File: src/rtl/gmux_quad_ctrl_if.sv
// Request/control bundle between the clock controller and the GMUX sequencer.
// Latency: none (pure wiring).
// Backpressure: REQ_VALID/REQ_READY handshake; DYN_GATE only with GMUX_QUAD_CTRL_DYN_EN.
interface gmux_quad_ctrl_if;
    logic       REQ_VALID;
    logic       REQ_READY;
    logic       SEL_REQ;
    logic [3:0] QEN_REQ;
    logic       LP_REQ;
`ifdef GMUX_QUAD_CTRL_DYN_EN
    logic [3:0] DYN_GATE;
`endif
    logic       SSEL;
    logic [3:0] SEN;
    logic [3:0] DEN;
    logic [3:0] DYNEN;
    logic [3:0] VLP;
    logic       BUSY;
    logic       DONE;

    // Requester side (power/clock controller)
    modport master (
`ifdef GMUX_QUAD_CTRL_DYN_EN
        output DYN_GATE,
`endif
        output REQ_VALID, SEL_REQ, QEN_REQ, LP_REQ,
        input  REQ_READY, SSEL, SEN, DEN, DYNEN, VLP, BUSY, DONE
    );

    // Sequencer side
    modport slave (
`ifdef GMUX_QUAD_CTRL_DYN_EN
        input  DYN_GATE,
`endif
        input  REQ_VALID, SEL_REQ, QEN_REQ, LP_REQ,
        output REQ_READY, SSEL, SEN, DEN, DYNEN, VLP, BUSY, DONE
    );
endinterface

File: src/rtl/gmux_quad_ctrl.sv
// Glitch-free GMUX select/quadrant-enable sequencer (gate, settle, switch, settle, ungate).
// Latency: switch request DONE at A+2*SETTLE_CYCLES+3, same-source request DONE at A+1.
// Backpressure: REQ_READY low for the whole sequence; optional DYN_GATE via GMUX_QUAD_CTRL_DYN_EN.
module gmux_quad_ctrl #(
    parameter int SETTLE_CYCLES = 4   // 1..255
) (
    input  logic             CLK,
    input  logic             RST,
    gmux_quad_ctrl_if.slave  bus
);

    typedef enum logic [2:0] {
        S_IDLE    = 3'd0,
        S_GATE    = 3'd1,
        S_SETTLE1 = 3'd2,
        S_SWITCH  = 3'd3,
        S_SETTLE2 = 3'd4,
        S_UNGATE  = 3'd5
    } state_t;

    localparam logic [7:0] RELOAD = 8'(SETTLE_CYCLES - 1);

    state_t     state_q, state_d;
    logic [7:0] cnt_q, cnt_d;
    logic       sel_q, sel_d;
    logic [3:0] qen_q, qen_d;
    logic       ssel_q, ssel_d;
    logic [3:0] sen_q, sen_d;
    logic [3:0] den_q, den_d;
    logic [3:0] dynen_q, dynen_d;
    logic [3:0] vlp_q, vlp_d;
    logic       rdy_q, rdy_d;
    logic       busy_q, busy_d;
    logic       done_q, done_d;
    logic       accept;

    assign accept = bus.REQ_VALID & rdy_q;

    // State and output registers; reset restores idle defaults and drops any in-flight request
    always_ff @(posedge CLK) begin
        if (RST) begin
            state_q <= S_IDLE;
            cnt_q   <= '0;
            sel_q   <= 1'b0;
            qen_q   <= '0;
            ssel_q  <= 1'b0;
            sen_q   <= 4'b1111;
            den_q   <= '0;
            dynen_q <= '0;
            vlp_q   <= '0;
            rdy_q   <= 1'b1;
            busy_q  <= 1'b0;
            done_q  <= 1'b0;
        end else begin
            state_q <= state_d;
            cnt_q   <= cnt_d;
            sel_q   <= sel_d;
            qen_q   <= qen_d;
            ssel_q  <= ssel_d;
            sen_q   <= sen_d;
            den_q   <= den_d;
            dynen_q <= dynen_d;
            vlp_q   <= vlp_d;
            rdy_q   <= rdy_d;
            busy_q  <= busy_d;
            done_q  <= done_d;
        end
    end

    // Next-state: a request for the current source skips straight to ungating
    always_comb begin
        state_d = state_q;
        case (state_q)
            S_IDLE:    if (accept) state_d = (bus.SEL_REQ == ssel_q) ? S_UNGATE : S_GATE;
            S_GATE:    state_d = S_SETTLE1;
            S_SETTLE1: if (cnt_q == 8'd0) state_d = S_SWITCH;
            S_SWITCH:  state_d = S_SETTLE2;
            S_SETTLE2: if (cnt_q == 8'd0) state_d = S_UNGATE;
            S_UNGATE:  state_d = S_IDLE;
            default:   state_d = S_IDLE;
        endcase
    end

    // Output next-values: SSEL only moves while every quadrant is gated, VLP never overlaps SEN
    always_comb begin
        cnt_d   = cnt_q;
        sel_d   = sel_q;
        qen_d   = qen_q;
        ssel_d  = ssel_q;
        sen_d   = sen_q;
        vlp_d   = vlp_q;
        den_d   = '0;
        dynen_d = '0;
        done_d  = 1'b0;
        rdy_d   = (state_d == S_IDLE);
        busy_d  = (state_d != S_IDLE);
        case (state_q)
            S_IDLE: begin
                vlp_d = {4{bus.LP_REQ}} & ~sen_q;
`ifdef GMUX_QUAD_CTRL_DYN_EN
                den_d   = bus.DYN_GATE & sen_q;
                dynen_d = sen_q;
`endif
                if (accept) begin
                    sel_d = bus.SEL_REQ;
                    qen_d = bus.QEN_REQ;
                end
            end
            S_GATE: begin
                sen_d = '0;
                cnt_d = RELOAD;
            end
            S_SETTLE1, S_SETTLE2: begin
                if (cnt_q != 8'd0) cnt_d = cnt_q - 8'd1;
            end
            S_SWITCH: begin
                ssel_d = sel_q;
                cnt_d  = RELOAD;
            end
            S_UNGATE: begin
                sen_d  = qen_q;
                vlp_d  = {4{bus.LP_REQ}} & ~qen_q;
                done_d = 1'b1;
            end
            default: ;
        endcase
    end

    assign bus.REQ_READY = rdy_q;
    assign bus.BUSY      = busy_q;
    assign bus.DONE      = done_q;
    assign bus.SSEL      = ssel_q;
    assign bus.SEN       = sen_q;
    assign bus.DEN       = den_q;
    assign bus.DYNEN     = dynen_q;
    assign bus.VLP       = vlp_q;

endmodule

File: src/flat_wrapper.sv
// flat-port wrapper written by rule: the top's interface ports become plain ports
module gmux_quad_ctrl_flat 
#(
    parameter int SETTLE_CYCLES = 4            
)
  (CLK, RST, bus_REQ_VALID, bus_SEL_REQ, bus_QEN_REQ, bus_LP_REQ, bus_REQ_READY, bus_SSEL, bus_SEN, bus_DEN, bus_DYNEN, bus_VLP, bus_BUSY, bus_DONE);
  gmux_quad_ctrl_if bus_i ();
  input  logic CLK;
  input  logic RST;
  input wire logic [$bits(bus_i.REQ_VALID)-1:0] bus_REQ_VALID;
  input wire logic [$bits(bus_i.SEL_REQ)-1:0] bus_SEL_REQ;
  input wire logic [$bits(bus_i.QEN_REQ)-1:0] bus_QEN_REQ;
  input wire logic [$bits(bus_i.LP_REQ)-1:0] bus_LP_REQ;
  output wire logic [$bits(bus_i.REQ_READY)-1:0] bus_REQ_READY;
  output wire logic [$bits(bus_i.SSEL)-1:0] bus_SSEL;
  output wire logic [$bits(bus_i.SEN)-1:0] bus_SEN;
  output wire logic [$bits(bus_i.DEN)-1:0] bus_DEN;
  output wire logic [$bits(bus_i.DYNEN)-1:0] bus_DYNEN;
  output wire logic [$bits(bus_i.VLP)-1:0] bus_VLP;
  output wire logic [$bits(bus_i.BUSY)-1:0] bus_BUSY;
  output wire logic [$bits(bus_i.DONE)-1:0] bus_DONE;
  assign bus_i.REQ_VALID = bus_REQ_VALID;
  assign bus_i.SEL_REQ = bus_SEL_REQ;
  assign bus_i.QEN_REQ = bus_QEN_REQ;
  assign bus_i.LP_REQ = bus_LP_REQ;
  assign bus_REQ_READY = bus_i.REQ_READY;
  assign bus_SSEL = bus_i.SSEL;
  assign bus_SEN = bus_i.SEN;
  assign bus_DEN = bus_i.DEN;
  assign bus_DYNEN = bus_i.DYNEN;
  assign bus_VLP = bus_i.VLP;
  assign bus_BUSY = bus_i.BUSY;
  assign bus_DONE = bus_i.DONE;
  gmux_quad_ctrl #(.SETTLE_CYCLES(SETTLE_CYCLES)) u_core (.CLK(CLK), .RST(RST), .bus(bus_i));
endmodule
File: config.mk
export PLATFORM = sky130hd
export DESIGN_NAME = gmux_quad_ctrl_flat
export DESIGN_NICKNAME = d
export VERILOG_FILES = /design/src/rtl/gmux_quad_ctrl_if.sv /design/src/rtl/gmux_quad_ctrl.sv /design/src/flat_wrapper.sv
export SDC_FILE = /design/constraint.sdc
export NUM_CORES = 1
export LEC_CHECK = 0
export ABC_CLOCK_PERIOD_IN_PS = 1800
export BUFFER_PORTS_ARGS = -buffer_cell sky130_fd_sc_hd__buf_2
export CAP_MARGIN = 20
export CORE_MARGIN = 2
export CORE_UTILIZATION = 40
export DETAILED_ROUTE_END_ITERATION = 6
export PLACE_DENSITY = 0.66
export RECOVER_POWER = 100
export SLEW_MARGIN = 20
export SYNTH_ARGS = -nofsm -noshare
export SYNTH_HDL_FRONTEND = slang
export SYNTH_SLANG_ARGS = --single-unit
File: constraint.sdc
create_clock -name CLK -period 1.8 [get_ports CLK]
set_input_delay 0.36 -clock CLK [delete_from_list [all_inputs] [get_ports CLK]]
set_output_delay 0.36 -clock CLK [all_outputs]
set_load 0.02 [all_outputs]
==> impl_metrics.json, run 1 <==
{
  "synth.avg_cell_area_sq_um": 9.06,
  "diodes": 0,
  "synthTopCellsByArea": "dfxtp_1, nor2_1, mux2i_1",
  "p_per_area_nw_per_um2": 1710,
  "grt_pass1_wl_microns": 4440,
  "irDropWorstVdd_v": 0.000728,
  "period_needed_ps": 1690,
  "swShare_pct": 43.7,
  "clkSlewWorstSetupHoldPaths_ps": 150,
  "synth.distinct_cells": 42,
  "finalNetCount": 186,
  "ios": 29,
  "yosysMostFrequentCell": "dfxtp_1",
  "r2r_cells": 7,
  "totalNegativeSetupSlack_ps": 0,
  "power.combinational.fraction_pct": 50.1,
  "die-area_sq_um": 3900,
  "port_buffers": 20,
  "hp-start": "bus_QEN_REQ[1]",
  "grt_max_degree": 16,
  "arrival_ps": 1930,
  "root_buffer": "clkbuf_4",
  "fmax_mhz": 593,
  "row_count": 21,
  "cp-end-kind": "flip-flop",
  "p_leak_nw": 0.631,
  "hold_class": "primary input to flip-flop",
  "start_util_pct": 41.3,
  "skew_ps": 4.66,
  "viasPerCell": 4.88,
  "detail_route.first_pass.iterations": 4,
  "h-tree-depth": 1,
  "cp_slowest_cell": "dfxtp_1",
  "die_h_microns": 62.5,
  "worstPathRequired_ps": 2050,
  "setup_viol": 0,
  "rr_startpoint": "u_core.cnt_q[1]$_SDFFE_PP0P_",
  "antenna_left": 0,
  "final_area_sq_um": 1540,
  "rsz0062_at_grt": "false",
  "seqPwrFrac_pct": 38.3,
  "hpwl_microns": 2010,
  "initialDrtViolationCount": 22,
  "cts_buffer_depth": 2,
  "synthDominantCellAreaShare_pct": 41.0,
  "die_width_microns": 62.5,
  "synth_area_sq_um": 1370,
  "placed_cell_area_sq_um": 1510,
  "coreArea_sq_um": 3310,
  "path_max_fanout": 5,
  "crit_buf_inv": 2,
  "drive_gt1_share_pct": 14.9,
  "worstSkewPairLatency_ps": 320,
  "slew_headroom_pct": 64.7,
  "grt_pass1_vias": 1061,
  "maxSlewViolCount": 0,
  "hold_depth": 3,
  "synth_top_area_cell": "dfxtp_1",
  "worstSetupPathType": "flip-flop to flip-flop",
  "max_stage_delay_ps": 400,
  "gp_congestion": 0.729,
  "cts_tree": "built",
  "r2r_setup_slack_ps": 110,
  "avgRoutedWirePerCell_microns": 11.8,
  "finalCritPeriodShare_pct": 93.7,
  "synth_flop_cell": "dfxtp_1",
  "path_delay_family": "compound AO/OA/AOI/OAI gates",
  "area_delta_synth_final_pct": 12.5,
  "grt_usage_pct": 14.1,
  "cts.sinks": 28,
  "syn_inst": 151,
  "synth-edff-count": 0,
  "status": "completed",
  "cap_violations": 0,
  "antenna_found_initial": 0,
  "grt_overflow": 0,
  "reg2reg_to": "u_core.cnt_q[0]$_SDFFE_PP0P_",
  "ys.warnings.count": 0,
  "drc_errors": 0,
  "seq_area_frac_synth_pct": 41.0,
  "ys_ff_latch": 28,
  "p_int_mw": 1.48,
  "crit_chain": "inv_1 > ha_1 > nor3b_2 > buf_4 > a211oi_4 > nor3_1 > a211oi_1",
  "finalWirelength_microns": 2610,
  "worst_pin_slew_ps": 526,
  "async_flop_share_pct": 0,
  "p_switching_mw": 1.15,
  "critPathLaunchType": "flip-flop",
  "synthTopCellsByCount": "dfxtp_1, nor2_1, nand2_1",
  "fillers": 365,
  "hold_viol": 0,
  "route.vias.total": 1079,
  "cts-buffers-inserted": 3,
  "holdPathEnd": "u_core.qen_q[1]$_SDFFE_PP0P_",
  "p_clk_share_pct": 11.6
}
## stage by stage
stage               utilization, %  worst slack, ps  instances  power [mW]  hold WS (ps)
floorplan                        -              132        158        2.01           443
global placement              45.6             97.7        215        2.31           455
detailed placement            45.6             34.8        215        2.34           456
CTS                           46.7             12.9        219        2.65           254
global route                  46.5             4.75        221        2.85           270
finish                        46.5              113        221        2.64           263
## layout by cell type (no fill, tap or decap), types with 2 or more instances in the layout
cell type	instances
nor2_1	17
nand2_1	12
a31o_1	2
o21ai_0	4
inv_1	8
nor2b_1	3
nand3_1	3
a32o_1	3
buf_4	5
and3_1	2
xnor2_1	2
clkbuf_1	16
mux2i_1	6
nor3_1	4
conb_1	8
a211oi_1	4
nand3b_1	3
nand2b_1	2
a221o_1	3
or3_1	2
clkbuf_4	3
buf_2	8
xor2_1	3
dfxtp_1	27
a21oi_1	5
## area by class of cell
| cell class | count | area, sq um | share of cell area [%] |
|---|---|---|---|
| flip-flops and latches | 28 | 562 | 36.5 |
| multi-input cells | 106 | 716 | 46.5 |
| clock buffers | 4 | 36.3 | 2.36 |
| inverters | 8 | 30.0 | 1.95 |
| well taps | 46 | 57.6 | 3.74 |
| repair buffers | 29 | 138 | 8.94 |
## cells by family (layout without fill, tap and decap cells)
family                   after synthesis  after routing  synth area share, %
other                                  1              8                0.274
AO/OA/AOI/OAI                         27             27                 16.4
buffers and inverters                 24             41                 9.15
AND/OR/NAND/NOR                       59             59                 24.7
adder cells (fa/ha/maj)                1              1                0.915
flip-flops                            28             28                 41.0
multiplexers                           6              6                 4.39
XOR/XNOR                               5              5                 3.20
## metal layers
layer / part of all wire [%] / vias to the layer above / global-route usage [%]
li1: - / 557 / -
met1: 44 / 493 / 16.3
met2: 49 / 24 / 25.0
met3: 4.8 / 5 / 3.24
met4: 1.7 / 0 / 5.83
met5: 0 / - / 0
## flip-flops by register name, summed over array words and instances, names as in the netlist
name                  cells
u_core.bus.DONE           1
u_core.bus.SEN            4
u_core.bus.REQ_READY      1
u_core.state_q            3
u_core.bus.BUSY           1
u_core.cnt_q              8
u_core.sel_q              1
u_core.bus.SSEL           1
u_core.bus.VLP            4
u_core.qen_q              4
## power by group through the flow
stage | clock, mW | combinational [mW] | sequential [mW]
finish | 0.305 | 1.32 | 1.01
global route | 0.342 | 1.47 | 1.04
CTS | 0.316 | 1.33 | 1.01
detailed placement | 0 | 1.32 | 1.02
global placement | 0 | 1.29 | 1.01
floorplan | 0 | 0.957 | 1.05
## worst min-delay path, cell delays in order
cell	delay [ps]
buf_2	80
mux2i_1	50
nor2_1	70
## timing repair
item	4_1_cts	5_1_grt
setup endpoints to repair	0	4
setup buffers	0	2
hold buffers	0	0
resized for setup	0	2
## worst max-delay path by stage
| stage | to | startpoint | cells after the start |
|---|---|---|---|
| floorplan | u_core.cnt_q[6]$_SDFFE_PP0P_ | u_core.cnt_q[0]$_SDFFE_PP0P_ | 6 |
| global placement | u_core.cnt_q[6]$_SDFFE_PP0P_ | u_core.cnt_q[0]$_SDFFE_PP0P_ | 6 |
| detailed placement | u_core.cnt_q[6]$_SDFFE_PP0P_ | u_core.cnt_q[0]$_SDFFE_PP0P_ | 6 |
| CTS | u_core.cnt_q[6]$_SDFFE_PP0P_ | u_core.cnt_q[0]$_SDFFE_PP0P_ | 6 |
| global route | u_core.cnt_q[3]$_SDFFE_PP0P_ | u_core.cnt_q[1]$_SDFFE_PP0P_ | 7 |
| finish | u_core.cnt_q[0]$_SDFFE_PP0P_ | u_core.cnt_q[1]$_SDFFE_PP0P_ | 7 |
Note: power is estimated with default switching activity, not from simulation.
==> run 2, diff against run 1 <==
--- a/config.mk
+++ b/config.mk
@@ -9,9 +9,9 @@
 export BUFFER_PORTS_ARGS = -buffer_cell sky130_fd_sc_hd__buf_2
 export CAP_MARGIN = 20
 export CORE_MARGIN = 2
-export CORE_UTILIZATION = 40
+export CORE_UTILIZATION = 53
 export DETAILED_ROUTE_END_ITERATION = 6
-export PLACE_DENSITY = 0.66
+export PLACE_DENSITY = 0.82
 export RECOVER_POWER = 100
 export SLEW_MARGIN = 20
 export SYNTH_ARGS = -nofsm -noshare
==> run 2 against run 1 <==
Effect of this change: flip-flop and latch count is the same; via count grew 0.56%; critical path depth shrank 1; sequential power is essentially flat; clock skew grew 1.9 ps; register-to-register slack lost 60 ps; clock power grew 33%; largest power group unchanged; highest routed layer unchanged.
==> impl_metrics.json, run 2 (synthesis results as in run 1) <==
{
  "diodes": 0,
  "cts-buffers-inserted": 3,
  "r2r_setup_slack_ps": 50,
  "reg2reg_to": "u_core.cnt_q[6]$_SDFFE_PP0P_",
  "mostFrequentLayoutCells": "dfxtp_1, nor2_1, clkbuf_1",
  "grt_pass1_vias": 1044,
  "p_switching_mw": 1.16,
  "route.vias.total": 1085,
  "cts.sinks": 28,
  "swShare_pct": 42.3,
  "rr_startpoint": "u_core.cnt_q[0]$_SDFFE_PP0P_",
  "gp_congestion": 0.766,
  "worstSetupPathType": "flip-flop to flip-flop",
  "die-area_sq_um": 3000,
  "p_int_mw": 1.59,
  "antenna_found_initial": 0,
  "p_per_area_nw_per_um2": 1810,
  "cts_tree": "built",
  "cts_buffer_depth": 2,
  "path_max_fanout": 5,
  "avgRoutedWirePerCell_microns": 13.1,
  "finalWirelength_microns": 2660,
  "critPathLaunchType": "flip-flop",
  "power.combinational.fraction_pct": 48.5,
  "detail_route.first_pass.iterations": 4,
  "worstPathRequired_ps": 2040,
  "cp-end-kind": "flip-flop",
  "cp_slowest_cell": "a2111oi_4",
  "p_clk_share_pct": 14.7,
  "hp-start": "bus_QEN_REQ[2]",
  "place_ws_ps": -4.55,
  "regMostFlops": "u_core.cnt_q",
  "port_buffers": 20,
  "initialDrtViolationCount": 31,
  "maxSlewViolCount": 0,
  "largest_reg_flops": 8,
  "slew_headroom_pct": 64.0,
  "irDropWorstVdd_v": 0.00100,
  "grt_overflow": 0,
  "cap_violations": 0,
  "period_needed_ps": 1750,
  "r2r_cells": 6,
  "root_buffer": "clkbuf_4",
  "hold_depth": 3,
  "cts_hold_buf": 0,
  "start_util_pct": 55.7,
  "seqPwrFrac_pct": 36.8,
  "drive_gt1_share_pct": 16.3,
  "antenna_left": 0,
  "holdPathEnd": "u_core.qen_q[2]$_SDFFE_PP0P_",
  "skew_ps": 6.57,
  "path_delay_family": "compound AO/OA/AOI/OAI gates",
  "h-tree-depth": 1,
  "final_common_cell": "dfxtp_1",
  "finalNetCount": 183,
  "status": "completed",
  "startpoint": "u_core.cnt_q[0]$_SDFFE_PP0P_",
  "grt_usage_pct": 20.2,
  "setup_viol": 0,
  "viasPerCell": 5.37,
  "timing.hold.ws_ps": 258,
  "finalCritPeriodShare_pct": 97.0,
  "crit_chain": "inv_1 > ha_2 > nor3b_2 > a2111oi_4 > a211oi_1 > a31o_1",
  "hpwl_microns": 2000,
  "grt_max_degree": 20,
  "die_width_microns": 54.8,
  "worstSkewPairLatency_ps": 330,
  "die_h_microns": 54.8,
  "drc_errors": 0,
  "area_delta_synth_final_pct": 11.5,
  "arrival_ps": 1980,
  "max_stage_delay_ps": 460,
  "p_leak_nw": 0.634,
  "hold_viol": 0,
  "fmax_mhz": 573,
  "timing.final.ws_setup_ps": 53.4,
  "clkSlewWorstSetupHoldPaths_ps": 150,
  "row_count": 18,
  "ios": 29,
  "hold_class": "primary input to flip-flop",
  "worst_pin_slew_ps": 536,
  "crit_buf_inv": 1,
  "coreArea_sq_um": 2450,
  "grt_pass1_wl_microns": 4410
}
-- run 2: cell types whose count changed in the layout (fill, tap and decap cells not counted), sizes merged --
cell    delta
bufinv     +1
buf        -1
clkbuf     -3
-- run 2: repair_timing --
item,CTS,global route
resized for setup,0,4
hold endpoints to repair,0,0
setup buffers,0,1
setup endpoints to repair,2,4
pin swaps,1,1
-- run 2: worst max path at each step --
stage,cells after the start,endpoint
after global placement,6,u_core.cnt_q[6]$_SDFFE_PP0P_
after CTS,7,u_core.cnt_q[0]$_SDFFE_PP0P_
after detailed placement,6,u_core.cnt_q[6]$_SDFFE_PP0P_
after floorplan,6,u_core.cnt_q[6]$_SDFFE_PP0P_
after global routing,7,u_core.cnt_q[2]$_SDFFE_PP0P_
final,6,u_core.cnt_q[6]$_SDFFE_PP0P_
-- run 2: tightest hold or removal path: cells and delay by family --
kind          cells  cell delay (ps)
mux               1               60
buf+inv           1               70
simple gates      1               70
-- run 2: routing by layer --
metal	share of wire (%)	track usage, %	vias to the layer above	wire, microns
met4	0.72	9.58	0	19
met1	42	23.3	505	1120
met2	53	36.1	28	1410
li1	-	-	550	-
met5	0	0	-	0
met3	4.1	3.01	2	110
-- run 2: layout make-up --
cell class                      instances  area [sq um]
Fill cell                             227           930
Multi-Input combinational cell        106           718
Tap cell                               30          37.5
Clock inverter                          1          30.0
Inverter                                8          30.0
Clock buffer                            3          22.5
Timing Repair Buffer                   26           124
Sequential cell                        28           563
-- run 2: power by group through the flow --
stage	Clock [mW]	Combinational, mW	Sequential, mW
5_1_grt	0.441	1.48	1.05
3_3_place_gp	0	1.26	1.01
2_1_floorplan	0	0.957	1.05
3_5_place_dp	0	1.30	1.02
6_report	0.405	1.34	1.01
4_1_cts	0.420	1.31	1.01
-- run 2: per-stage QoR --
step	util, %	std cells	TNS [ps]	power [mW]	instance area [sq um]
6_report	62.1	202	0	2.76	1530
5_1_grt	62.1	202	-50.8	2.96	1530
4_1_cts	62.2	201	0	2.74	1530
3_5_place_dp	60.0	197	-4.55	2.33	1470
3_3_place_gp	60.0	197	0	2.27	1470
2_1_floorplan	-	158	0	2.01	1390
==> run 3, diff against run 2 <==
--- a/config.mk
+++ b/config.mk
@@ -8,7 +8,6 @@
 export ABC_CLOCK_PERIOD_IN_PS = 1800
 export BUFFER_PORTS_ARGS = -buffer_cell sky130_fd_sc_hd__buf_2
 export CAP_MARGIN = 20
-export CORE_MARGIN = 2
 export CORE_UTILIZATION = 53
 export DETAILED_ROUTE_END_ITERATION = 6
 export PLACE_DENSITY = 0.82
==> run 3 against run 2 <==
Effect of this change: combinational power fell by 4%; flip-flop and latch count stayed put; cell count decreased by 0.50%; clock power shrank 1%.
==> impl_metrics.json, run 3 (synthesis results as in run 1) <==
{
  "status": "completed",
  "row_count": 18,
  "area_delta_synth_final_pct": 11.5,
  "root_buffer": "clkbuf_4",
  "grt_max_degree": 20,
  "totalNegativeSetupSlack_ps": 0,
  "path_max_fanout": 5,
  "ios": 29,
  "cts_tree": "built",
  "finalNetCount": 182,
  "skew_ps": 13.7,
  "drive_gt1_share_pct": 17.0,
  "worstSetupPathType": "flip-flop to flip-flop",
  "irDropWorstVdd_v": 0.00101,
  "fillers": 226,
  "detail_route.first_pass.iterations": 4,
  "timing.final.ws_setup_ps": 64.7,
  "cap_violations": 0,
  "timing.hold.ws_ps": 267,
  "worstSkewPairLatency_ps": 320,
  "largest_reg_flops": 8,
  "instances_no_fill": 201,
  "drc_errors": 0,
  "hold_viol": 0,
  "worstPathRequired_ps": 2020,
  "port_buffers": 20,
  "finalWirelength_microns": 2470,
  "arrival_ps": 1950,
  "p_per_area_nw_per_um2": 1770,
  "grt_pass1_vias": 1018,
  "post-route-util_pct": 62.1,
  "period_needed_ps": 1740,
  "diodes": 0,
  "placed_cell_area_sq_um": 1470,
  "finalCritPeriodShare_pct": 96.4,
  "grt_pass1_wl_microns": 4140,
  "final_area_sq_um": 1530,
  "cts.sinks": 28,
  "dp.cells": 197,
  "maxSlewViolCount": 0,
  "mostFrequentLayoutCells": "dfxtp_1, nor2_1, clkbuf_1",
  "clkSlewWorstSetupHoldPaths_ps": 150,
  "avgRoutedWirePerCell_microns": 12.3,
  "coreArea_sq_um": 2450,
  "cts_setup_buffers": 0,
  "antenna_left": 0,
  "antenna_found_initial": 0,
  "die-area_sq_um": 2790,
  "initialDrtViolationCount": 21,
  "route.vias.total": 1083,
  "cts_buffer_depth": 2,
  "fmax_mhz": 576,
  "finalPower_mw": 2.70,
  "place_ws_ps": 17.6,
  "start_util_pct": 55.7,
  "die_width_microns": 52.8,
  "gp_congestion": 0.841,
  "h-tree-depth": 1,
  "setup_viol": 0,
  "hold_class": "primary input to flip-flop",
  "cts_hold_buf": 0,
  "final_common_cell": "dfxtp_1",
  "cp-end-kind": "flip-flop",
  "p_leak_nw": 0.631,
  "grt_usage_pct": 20.3,
  "die_h_microns": 52.8,
  "critPathLaunchType": "flip-flop",
  "hpwl_microns": 1870,
  "grt_overflow": 0,
  "viasPerCell": 5.39,
  "cts-buffers-inserted": 3,
  "regMostFlops": "u_core.cnt_q"
}
run 3: final cells by class:
class / count / area [sq um] / share of cell area [%]
clock inverter: 1 / 30.0 / 1.97
multi-input combinational: 106 / 721 / 47.3
clock buffer: 3 / 22.5 / 1.48
timing repair buffer: 25 / 119 / 7.79
tap: 30 / 37.5 / 2.46
sequential: 28 / 566 / 37.1
inverter: 8 / 30.0 / 1.97
run 3: what timing repair did:
item,CTS,global route
setup endpoints to repair,2,4
pin swaps,1,3
resized for setup,1,6
run 3: path summary, 6_finish.rpt:
kind | slack (ps) | depth (start not counted) | startpoint | endpoint
setup / recovery | 60 | 6 | u_core.cnt_q[0]$_SDFFE_PP0P_ | u_core.cnt_q[6]$_SDFFE_PP0P_
hold / removal | 270 | 3 | bus_QEN_REQ[2] | u_core.qen_q[2]$_SDFFE_PP0P_
setup reg to reg | 60 | 6 | u_core.cnt_q[0]$_SDFFE_PP0P_ | u_core.cnt_q[6]$_SDFFE_PP0P_
hold reg to reg | 490 | 2 | u_core.sel_q$_SDFFE_PP0P_ | u_core.bus.SSEL$_SDFFE_PP0N_
run 3: power by group:
part	internal [mW]	total [mW]	switching, mW
Combinational	0.543	1.29	0.742
Clock	0.225	0.400	0.176
Sequential	0.812	1.01	0.203
run 3: worst max-delay path, cell delays in order, from the launching register on:
cell       delay (ps)
dfxtp_4           390
inv_1              50
ha_2              190
nor3b_2           170
a2111oi_4         520
a211oi_2          130
a31o_1            200
run 3: per-layer routing:
metal / track usage, % / share of wire, %
met1: 22.7 / 44
met2: 36.7 / 52
met3: 3.19 / 3.7
met4: 9.65 / 0.77
met5: 0 / 0
